===== config.mk =====
export PLATFORM = sky130hd
export DESIGN_NAME = cpu7_ifu_fcl_flat
export DESIGN_NICKNAME = d
export VERILOG_FILES = /design/src/rtl/cpu7_ifu_fcl_if.sv /design/src/rtl/cpu7_ifu_fcl.sv /design/src/flat_wrapper.sv
export SDC_FILE = /design/constraint.sdc
export NUM_CORES = 1
export LEC_CHECK = 0
export CAP_MARGIN = 5
export CORE_AREA = 2 2 39 41
export DETAILED_ROUTE_END_ITERATION = 10
export DIE_AREA = 0 0 41 43
export GPL_ROUTABILITY_DRIVEN = 0
export PLACE_DENSITY_LB_ADDON = 0.25
export SKIP_LAST_GASP = 1
export SLEW_MARGIN = 10
export SYNTH_ARGS = -nofsm -noshare
export SYNTH_HDL_FRONTEND = slang
export SYNTH_SLANG_ARGS = --single-unit

===== constraint.sdc =====
create_clock -name clock -period 1.86 [get_ports clock]
set_input_delay 0.186 -clock clock [delete_from_list [all_inputs] [get_ports clock]]
set_output_delay 0.186 -clock clock [all_outputs]
set_load 0.05 [all_outputs]

===== src/rtl/cpu7_ifu_fcl_if.sv =====
// Instruction-bus handshake between the IFU fetch control and the bus adapter.
// The master side issues/cancels requests; the slave side accepts and answers them.
interface cpu7_ifu_fcl_if;
    logic inst_req;
    logic inst_addr_ok;
    logic inst_valid_f;
    logic inst_cancel;

    modport master (
        output inst_req,
        output inst_cancel,
        input  inst_addr_ok,
        input  inst_valid_f
    );

    modport slave (
        input  inst_req,
        input  inst_cancel,
        output inst_addr_ok,
        output inst_valid_f
    );
endinterface


===== src/rtl/cpu7_ifu_fcl.sv =====
// cpu7 IFU fetch control: pc_bf select sequencing, single-outstanding fetch handshake,
// redirect/stall handling. Optional stall skid buffer enabled by CPU7_IFU_FCL_SKID_EN.
module cpu7_ifu_fcl #(
    parameter int BOOT_CYCLES = 1
) (
    input  logic                  clock,
    input  logic                  resetn,
    cpu7_ifu_fcl_if.master        ibus,
    input  logic                  br_taken,
    input  logic                  exu_ifu_except,
    input  logic                  exu_ifu_ertn_e,
    input  logic                  exu_ifu_stall_req,
    output logic                  fcl_fdp_pcbf_sel_init_bf_l,
    output logic                  fcl_fdp_pcbf_sel_old_bf_l,
    output logic                  fcl_fdp_pcbf_sel_pcinc_bf_l,
    output logic                  fcl_fdp_pcbf_sel_brpc_bf_l,
    output logic                  fcl_fdp_pcbf_sel_excpc_bf_l,
    output logic                  fcl_fdp_pcbf_sel_ertnpc_bf_l,
    output logic                  fcl_fdp_valid_f,
    output logic                  fcl_fdp_skid_we,
    output logic                  fcl_fdp_skid_sel
);

    typedef enum logic [2:0] {
        ST_BOOT,
        ST_IDLE,
        ST_WAIT,
        ST_DRAIN
`ifdef CPU7_IFU_FCL_SKID_EN
        , ST_SKID
`endif
    } state_e;

    localparam logic [3:0] BOOT_LAST = 4'(BOOT_CYCLES - 1);

    // select vector bit order: init, old, pcinc, brpc, excpc, ertnpc (active high here)
    localparam int SEL_INIT  = 5;
    localparam int SEL_OLD   = 4;
    localparam int SEL_INC   = 3;
    localparam int SEL_BR    = 2;
    localparam int SEL_EXC   = 1;
    localparam int SEL_ERTN  = 0;

    state_e      state;
    state_e      state_nxt;
    logic [3:0]  boot_cnt;
    logic        boot_done;

    logic        except_v;
    logic        ertn_v;
    logic        br_v;
    logic        rd;
    logic        stall;
    logic        accept;

    logic        req;
    logic        deliver;
    logic        skid_we;
    logic        skid_sel;
    logic [5:0]  sel;

    // Redirect inputs are masked while reset is held so every output sits at its reset value.
    assign except_v = resetn & exu_ifu_except;
    assign ertn_v   = resetn & exu_ifu_ertn_e;
    assign br_v     = resetn & br_taken;
    assign rd       = except_v | ertn_v | br_v;
    // An exception wins over a stall request.
    assign stall    = exu_ifu_stall_req & ~except_v;
    assign accept   = req & ibus.inst_addr_ok;

    assign boot_done = (boot_cnt == BOOT_LAST);

    always_ff @(posedge clock or negedge resetn) begin
        if (!resetn) begin
            state <= ST_BOOT;
        end else begin
            state <= state_nxt;
        end
    end

    always_ff @(posedge clock or negedge resetn) begin
        if (!resetn) begin
            boot_cnt <= 4'd0;
        end else if (state == ST_BOOT && !boot_done) begin
            boot_cnt <= boot_cnt + 4'd1;
        end
    end

    always_comb begin
        state_nxt = state;
        unique case (state)
            ST_BOOT: begin
                if (boot_done) state_nxt = ST_IDLE;
            end
            ST_IDLE: begin
                if (accept) state_nxt = ST_WAIT;
            end
            ST_WAIT: begin
                if (ibus.inst_valid_f) begin
                    if (rd || !stall) begin
                        state_nxt = accept ? ST_WAIT : ST_IDLE;
                    end else begin
`ifdef CPU7_IFU_FCL_SKID_EN
                        state_nxt = ST_SKID;
`else
                        state_nxt = ST_IDLE;
`endif
                    end
                end else if (rd) begin
                    state_nxt = ST_DRAIN;
                end
            end
            ST_DRAIN: begin
                if (ibus.inst_valid_f) state_nxt = accept ? ST_WAIT : ST_IDLE;
            end
`ifdef CPU7_IFU_FCL_SKID_EN
            ST_SKID: begin
                if (rd) begin
                    state_nxt = ST_IDLE;
                end else if (!stall) begin
                    state_nxt = accept ? ST_WAIT : ST_IDLE;
                end
            end
`endif
            default: state_nxt = ST_BOOT;
        endcase
    end

    always_comb begin
        req      = 1'b0;
        deliver  = 1'b0;
        skid_we  = 1'b0;
        skid_sel = 1'b0;
        unique case (state)
            ST_BOOT: begin
            end
            ST_IDLE: begin
                req = ~stall | rd;
            end
            ST_WAIT: begin
                if (ibus.inst_valid_f) begin
                    if (rd) begin
                        req = 1'b1;
                    end else if (!stall) begin
                        req     = 1'b1;
                        deliver = 1'b1;
                    end else begin
`ifdef CPU7_IFU_FCL_SKID_EN
                        skid_we = 1'b1;
`endif
                    end
                end
            end
            ST_DRAIN: begin
                if (ibus.inst_valid_f) req = ~stall | rd;
            end
`ifdef CPU7_IFU_FCL_SKID_EN
            ST_SKID: begin
                if (!rd && !stall) begin
                    req      = 1'b1;
                    deliver  = 1'b1;
                    skid_sel = 1'b1;
                end
            end
`endif
            default: begin
            end
        endcase
    end

    always_comb begin
        sel = 6'b000000;
        if (except_v) begin
            sel[SEL_EXC] = 1'b1;
        end else if (ertn_v) begin
            sel[SEL_ERTN] = 1'b1;
        end else if (br_v) begin
            sel[SEL_BR] = 1'b1;
        end else if (state == ST_BOOT) begin
            sel[SEL_INIT] = 1'b1;
        end else if (deliver) begin
            sel[SEL_INC] = 1'b1;
        end else begin
            sel[SEL_OLD] = 1'b1;
        end
    end

    assign ibus.inst_req    = req;
    assign ibus.inst_cancel = rd;
    assign fcl_fdp_valid_f  = deliver;

    assign fcl_fdp_pcbf_sel_init_bf_l   = ~sel[SEL_INIT];
    assign fcl_fdp_pcbf_sel_old_bf_l    = ~sel[SEL_OLD];
    assign fcl_fdp_pcbf_sel_pcinc_bf_l  = ~sel[SEL_INC];
    assign fcl_fdp_pcbf_sel_brpc_bf_l   = ~sel[SEL_BR];
    assign fcl_fdp_pcbf_sel_excpc_bf_l  = ~sel[SEL_EXC];
    assign fcl_fdp_pcbf_sel_ertnpc_bf_l = ~sel[SEL_ERTN];

`ifdef CPU7_IFU_FCL_SKID_EN
    assign fcl_fdp_skid_we  = skid_we;
    assign fcl_fdp_skid_sel = skid_sel;
`else
    assign fcl_fdp_skid_we  = 1'b0;
    assign fcl_fdp_skid_sel = 1'b0;
    logic unused_skid;
    assign unused_skid = skid_we | skid_sel;
`endif

    a_sel_onehot: assert property (@(posedge clock) $onehot(sel));
    a_valid_state: assert property (@(posedge clock) disable iff (!resetn)
        fcl_fdp_valid_f |-> (state != ST_BOOT && state != ST_DRAIN && !rd));
    a_cancel_rd: assert property (@(posedge clock) disable iff (!resetn)
        ibus.inst_cancel == rd);

endmodule


===== src/flat_wrapper.sv =====
// flat-port wrapper written by rule: the top's interface ports become plain ports
module cpu7_ifu_fcl_flat 
#(
    parameter int BOOT_CYCLES = 1
)
  (clock, resetn, br_taken, exu_ifu_except, exu_ifu_ertn_e, exu_ifu_stall_req, fcl_fdp_pcbf_sel_init_bf_l, fcl_fdp_pcbf_sel_old_bf_l, fcl_fdp_pcbf_sel_pcinc_bf_l, fcl_fdp_pcbf_sel_brpc_bf_l, fcl_fdp_pcbf_sel_excpc_bf_l, fcl_fdp_pcbf_sel_ertnpc_bf_l, fcl_fdp_valid_f, fcl_fdp_skid_we, fcl_fdp_skid_sel, ibus_inst_req, ibus_inst_cancel, ibus_inst_addr_ok, ibus_inst_valid_f);
  cpu7_ifu_fcl_if ibus_i ();
  input  logic clock;
  input  logic resetn;
  input  logic br_taken;
  input  logic exu_ifu_except;
  input  logic exu_ifu_ertn_e;
  input  logic exu_ifu_stall_req;
  output logic fcl_fdp_pcbf_sel_init_bf_l;
  output logic fcl_fdp_pcbf_sel_old_bf_l;
  output logic fcl_fdp_pcbf_sel_pcinc_bf_l;
  output logic fcl_fdp_pcbf_sel_brpc_bf_l;
  output logic fcl_fdp_pcbf_sel_excpc_bf_l;
  output logic fcl_fdp_pcbf_sel_ertnpc_bf_l;
  output logic fcl_fdp_valid_f;
  output logic fcl_fdp_skid_we;
  output logic fcl_fdp_skid_sel;
  output wire logic [$bits(ibus_i.inst_req)-1:0] ibus_inst_req;
  output wire logic [$bits(ibus_i.inst_cancel)-1:0] ibus_inst_cancel;
  input wire logic [$bits(ibus_i.inst_addr_ok)-1:0] ibus_inst_addr_ok;
  input wire logic [$bits(ibus_i.inst_valid_f)-1:0] ibus_inst_valid_f;
  assign ibus_inst_req = ibus_i.inst_req;
  assign ibus_inst_cancel = ibus_i.inst_cancel;
  assign ibus_i.inst_addr_ok = ibus_inst_addr_ok;
  assign ibus_i.inst_valid_f = ibus_inst_valid_f;
  cpu7_ifu_fcl #(.BOOT_CYCLES(BOOT_CYCLES)) u_core (.clock(clock), .resetn(resetn), .ibus(ibus_i), .br_taken(br_taken), .exu_ifu_except(exu_ifu_except), .exu_ifu_ertn_e(exu_ifu_ertn_e), .exu_ifu_stall_req(exu_ifu_stall_req), .fcl_fdp_pcbf_sel_init_bf_l(fcl_fdp_pcbf_sel_init_bf_l), .fcl_fdp_pcbf_sel_old_bf_l(fcl_fdp_pcbf_sel_old_bf_l), .fcl_fdp_pcbf_sel_pcinc_bf_l(fcl_fdp_pcbf_sel_pcinc_bf_l), .fcl_fdp_pcbf_sel_brpc_bf_l(fcl_fdp_pcbf_sel_brpc_bf_l), .fcl_fdp_pcbf_sel_excpc_bf_l(fcl_fdp_pcbf_sel_excpc_bf_l), .fcl_fdp_pcbf_sel_ertnpc_bf_l(fcl_fdp_pcbf_sel_ertnpc_bf_l), .fcl_fdp_valid_f(fcl_fdp_valid_f), .fcl_fdp_skid_we(fcl_fdp_skid_we), .fcl_fdp_skid_sel(fcl_fdp_skid_sel));
endmodule

## Word level (Yosys, flattened, before mapping)

Index checks and enable logic that the tools add are counted.

- Flip-flop bits (word level): 7
- Output and inout bits: 11
- Input port bits: 8

- Multiplexer cells: 27
- $add $sub $neg: 1
- Equality and inequality tests: 7
- Bitwise operators: 16
- Reduce and logical (&&, ||, !) cells: 7

Operators with widths:

| cell | count |
|---|---|
| two-way mux 3 bit | 7 |
| two-way mux 1 bit | 14 |
| one-hot mux 3 bit (4 select lines) | 1 |
| two-way mux 4 bit | 2 |
| NOT 1 bit | 8 |
| equality test 3 x 2 -> 1 bit (second input constant) | 2 |
| AND 1 bit | 5 |
| adder 4 x 1 -> 4 bit (second input constant) | 1 |
| zero test 4 bit | 1 |
| two-way mux 2 bit | 2 |
| != test 2 x 1 -> 1 bit (second input constant) | 2 |
| AND reduction 4 bit | 1 |
| equality test 3 x 1 -> 1 bit (second input constant) | 1 |
| zero test 3 bit | 1 |
| != test 3 x 2 -> 1 bit (second input constant) | 1 |
| bitwise OR 1 bit | 3 |
| one-hot mux 1 bit (3 select lines) | 1 |
| zero test 1 bit | 2 |
| != test 2 bit (second input constant) | 1 |
| logical AND 1 bit | 1 |
| logical OR 1 bit | 1 |

## Logic depth before layout (Yosys ltp)

- Depth after elaboration: 13
- Depth in mapped cells: 5

## Worst setup path before layout

Ideal clock, no wire load.

- Path type: register -> output
- From: register u_core.state[1]
- To: output port fcl_fdp_pcbf_sel_old_bf_l
- Setup slack: 0.036 ns
- Stages on the path, launching flop included: 3
- Path buffers: 0
- Arrival: 1.638 ns
- Required time: 1.674 ns
- Cells stage by stage: dfrtp_1 -> a21boi_0 -> o21ai_0

- Word-level cells in the longest chain between the ends: 8
- Elaborated cells on any way between the ends: 9
- Classes of those cells: 1 x eq/ne; 6 x mux; 1 x bitwise; 1 x reduce/logical

RTL lines:

| item | RTL line | text |
|---|---|---|
| from (decl) | cpu7_ifu_fcl.sv:44 | `state_e state;` |
| from (signal assigned) | cpu7_ifu_fcl.sv:77 | `state <= state_nxt;` |
| equality test 3 x 2 -> 1 bit | cpu7_ifu_fcl.sv:134 | `unique case (state)` |
| two-way mux 1 bit | cpu7_ifu_fcl.sv:134 |  |
| two-way mux 1 bit | cpu7_ifu_fcl.sv:181 | `end else if (deliver) begin` |
| two-way mux 2 bit * | cpu7_ifu_fcl.sv:179 | `end else if (state == ST_BOOT) begin` |
| two-way mux 3 bit * | cpu7_ifu_fcl.sv:177 | `end else if (br_v) begin` |
| two-way mux 4 bit * | cpu7_ifu_fcl.sv:175 | `end else if (ertn_v) begin` |
| two-way mux 4 bit * | cpu7_ifu_fcl.sv:173 | `if (except_v) begin` |
| NOT 1 bit * | cpu7_ifu_fcl.sv:193 | `assign fcl_fdp_pcbf_sel_old_bf_l = ~sel[SEL_OLD];` |
| to (decl) | flat_wrapper.sv:15 | `output logic fcl_fdp_pcbf_sel_old_bf_l;` |

Every way passes the cells marked *; elsewhere a longest branch is shown, timed or not.

## Worst setup path in the final report

- From: input port exu_ifu_except
- To: output port fcl_fdp_pcbf_sel_pcinc_bf_l

- Word-level cells in the longest chain between the ends: 13
- Elaborated cells on any way between the ends: 15
- Classes of those cells: 9 x mux; 6 x bitwise

RTL lines:

| item | RTL line | text |
|---|---|---|
| from (decl) | flat_wrapper.sv:11 | `input logic exu_ifu_except;` |
| AND 1 bit * | cpu7_ifu_fcl.sv:63 | `assign except_v = resetn & exu_ifu_except;` |
| NOT 1 bit | cpu7_ifu_fcl.sv:68 | `assign stall = exu_ifu_stall_req & ~except_v;` |
| AND 1 bit | cpu7_ifu_fcl.sv:68 |  |
| two-way mux 1 bit | cpu7_ifu_fcl.sv:144 | `end else if (!stall) begin` |
| two-way mux 1 bit | cpu7_ifu_fcl.sv:142 | `if (rd) begin` |
| two-way mux 1 bit | cpu7_ifu_fcl.sv:141 | `if (ibus.inst_valid_f) begin` |
| two-way mux 1 bit | cpu7_ifu_fcl.sv:134 |  |
| two-way mux 1 bit | cpu7_ifu_fcl.sv:181 |  |
| two-way mux 2 bit | cpu7_ifu_fcl.sv:179 |  |
| two-way mux 3 bit | cpu7_ifu_fcl.sv:177 |  |
| two-way mux 4 bit | cpu7_ifu_fcl.sv:175 |  |
| two-way mux 4 bit * | cpu7_ifu_fcl.sv:173 |  |
| NOT 1 bit * | cpu7_ifu_fcl.sv:194 | `assign fcl_fdp_pcbf_sel_pcinc_bf_l = ~sel[SEL_INC];` |
| to (decl) | flat_wrapper.sv:16 | `output logic fcl_fdp_pcbf_sel_pcinc_bf_l;` |

Marked as above.

==> flow_summary.yaml <==
power:
  power_mw: 0.454
  pwr-share-seq_pct: 32.9
  leakage_nw: 0.320
  power_frac_comb_pct: 40.0
  power_switching_mw: 0.160
  powerDensity_nw_per_um2: 618
  clockPowerShare_pct: 27.1
  vdd_drop_max_uv: 308
  switching_share_pct: 35.3
  internal_power_mw: 0.294
worst_setup_path:
  rr_startpoint: "u_core.boot_cnt[0]"
  worstPathRequired_ps: 1670
  worstPathMaxFanout: 5
  r2r_end: "u_core.boot_cnt[0]"
  worstPathCellList: "clkdlybuf4s50_1 > a21bo_2 > nand2_1 > or3_1 > buf_4"
  r2r_cells: 5
  crit_type: "in -> out"
  rrSetupSlack_ps: 410
  critPathLaunchType: "input pin"
  end_kind: "output port"
  critPathMaxStageDelay_ps: 600
  arrival_ps: 1570
  cp_slowest_cell: "clkdlybuf4s50_1"
  critPathTopFamily: "buffers and inverters"
  worst-path-buf-inv: 2
timing:
  setup_viol: 0
  max_freq_mhz: 571
  maxSlewViolCount: 0
  hold_viol: 0
  setup_slack_ps: 108
  fin_worst_skew_ps: 4.74
  rsz0062_at_grt: "false"
  min_period_ps: 1750
  period_share_pct: 94.2
  setup-tns-final_ps: 0
detailed_routing:
  antenna_left: 0
  via_count: 430
  avgViaCountPerCell: 5.12
  avgRoutedWirePerCell_um: 12.4
  dr.pass1.iters: 2
  drtIter0Drc: 6
  wl_um: 1040
  drc: 0
cts:
  path_clk_slew_ps: 50
  cts_buffers: 3
  cts_setup_buffers: 0
  hold_buffers: 0
  post_cts_resized: 0
  ctsLongestPathBuffers: 2
  clockRootBuffer: "clkbuf_4"
  cts_tree: "built"
  clkLatencyLatePin_ps: 250
  clock-sinks: 6
  h-tree-depth: 1
cells_and_area:
  layout_common_cells: "buf_12 (8), clkdlybuf4s50_1 (7), dfrtp_1 (6), nand2_1 (5), inv_1 (4)"
  seq_area_um2: 150
  multi_input_area_um2: 274
  nFillCells: 139
  drive_gt1_share_pct: 30.9
  area_growth_pct: 63.1
  final_common_cell: "buf_12"
  antenna_cells: 0
  nets: 80
floorplan:
  start_util_pct: 32.5
  core_um2: 1380
  ioPinCount: 19
  die_h_um: 43
  dieArea_um2: 1760
  row_count: 14
  chipWidth_um: 41
worst_hold_path:
  min_path_type: "in -> async"
logic_synthesis:
  async_flop_share_pct: 100
  ys_seq_elements: 6
  synth_edf_count: 0
  ys.flop_type: "dfrtp_1"
  ys.warnings.count: 0
  syn-cell-area_um2: 450
  ys_seq_area_share_pct: 33.3
  syn_area_per_cell_um2: 9.38
  ys_types: 29
  netlist_instances: 48
global_route:
  grt_usage_pct: 13.8
  grt_pass1_vias: 407
  grt_max_degree: 10
  antenna_found_initial: 0
  grt_pass1_wl_um: 1680
  overflow: 0
place:
  io_buffers: 16
  post-place-ws_ps: 111
  dpl.hpwl_um: 858
flow_run:
  drv_cap: 0
status:
  outcome: "completed"
## synthesized netlist by cell type (2+ instances only)
| library cell | n | area share [%] |
|---|---|---|
| nand2_1 | 5 | 4.2 |
| nor2b_1 | 2 | 2.8 |
| o21ai_0 | 2 | 2.2 |
| nand3_1 | 2 | 2.2 |
| ha_1 | 2 | 5.6 |
| dfrtp_1 | 6 | 33 |
| inv_1 | 4 | 3.3 |
| buf_4 | 2 | 3.3 |
| xnor2_1 | 3 | 5.8 |
## cells by family after synthesis
family,share of synthesized area (%)
XOR/XNOR,5.83
buffers and inverters,6.66
AO/OA/AOI/OAI,15.8
adder cells (fa/ha/maj),5.55
multiplexers,2.22
other,0.833
AND/OR/NAND/NOR,29.7
flip-flops,33.3
## per-stage QoR
stage / hold slack [ps] / area [µm²] / instances / utilization [%]
finish: 366 / 734 / 84 / 53.1
global placement: 464 / 712 / 81 / 51.4
global route: 371 / 734 / 84 / 53.1
detailed placement: 473 / 712 / 81 / 51.4
floorplan: -110 / 454 / 49 / -
CTS: 364 / 734 / 84 / 53.1
## flip-flops by register name (all words and copies together) (netlist names)
signal           flops
u_core.boot_cnt      4
u_core.state         2
## worst max path at each step
stage,from,to,cells past startpoint,slack [ps]
2_1_floorplan,u_core.state[1],fcl_fdp_pcbf_sel_old_bf_l,2,40
3_3_place_gp,br_taken,fcl_fdp_pcbf_sel_pcinc_bf_l,5,130
3_5_place_dp,exu_ifu_except,fcl_fdp_pcbf_sel_pcinc_bf_l,5,110
4_1_cts,exu_ifu_except,fcl_fdp_pcbf_sel_pcinc_bf_l,5,110
5_1_grt,exu_ifu_except,fcl_fdp_pcbf_sel_pcinc_bf_l,5,40
6_report,exu_ifu_except,fcl_fdp_pcbf_sel_pcinc_bf_l,5,110
## worst register-to-register path: cells and delay by family (launching register included)
kind / cells / cell delay, ps
AND/OR/NAND/NOR: 2 / 570
flip-flops: 1 / 400
adder cells (fa/ha/maj): 1 / 150
XOR/XNOR: 1 / 120
buffers and inverters: 1 / 100
## layout make-up
type                       count  share of cell area, %
sequential                     6                   20.4
tap                           16                   2.73
inverter                       4                   2.04
multi-input combinational     37                   37.3
clock buffer                   3                   3.07
timing repair buffer          18                   34.4
## layer usage
layer	track usage (%)	part of all wire (%)	vias up	wire (µm)
met2	22.5	48	19	498
li1	-	-	209	-
met5	0	0	-	0
met3	4.19	11	3	112
met1	15.7	39	199	410
met4	6.00	2.0	0	21
## power by group through the flow
stage               clock, mW  sequential [mW]  combinational (mW)
floorplan                   0            0.148              0.0954
global placement            0            0.151               0.182
detailed placement          0            0.151               0.183
CTS                     0.127            0.149               0.184
global route            0.138            0.150               0.193
finish                  0.123            0.149               0.182
Power figures use the tool's default switching activity.
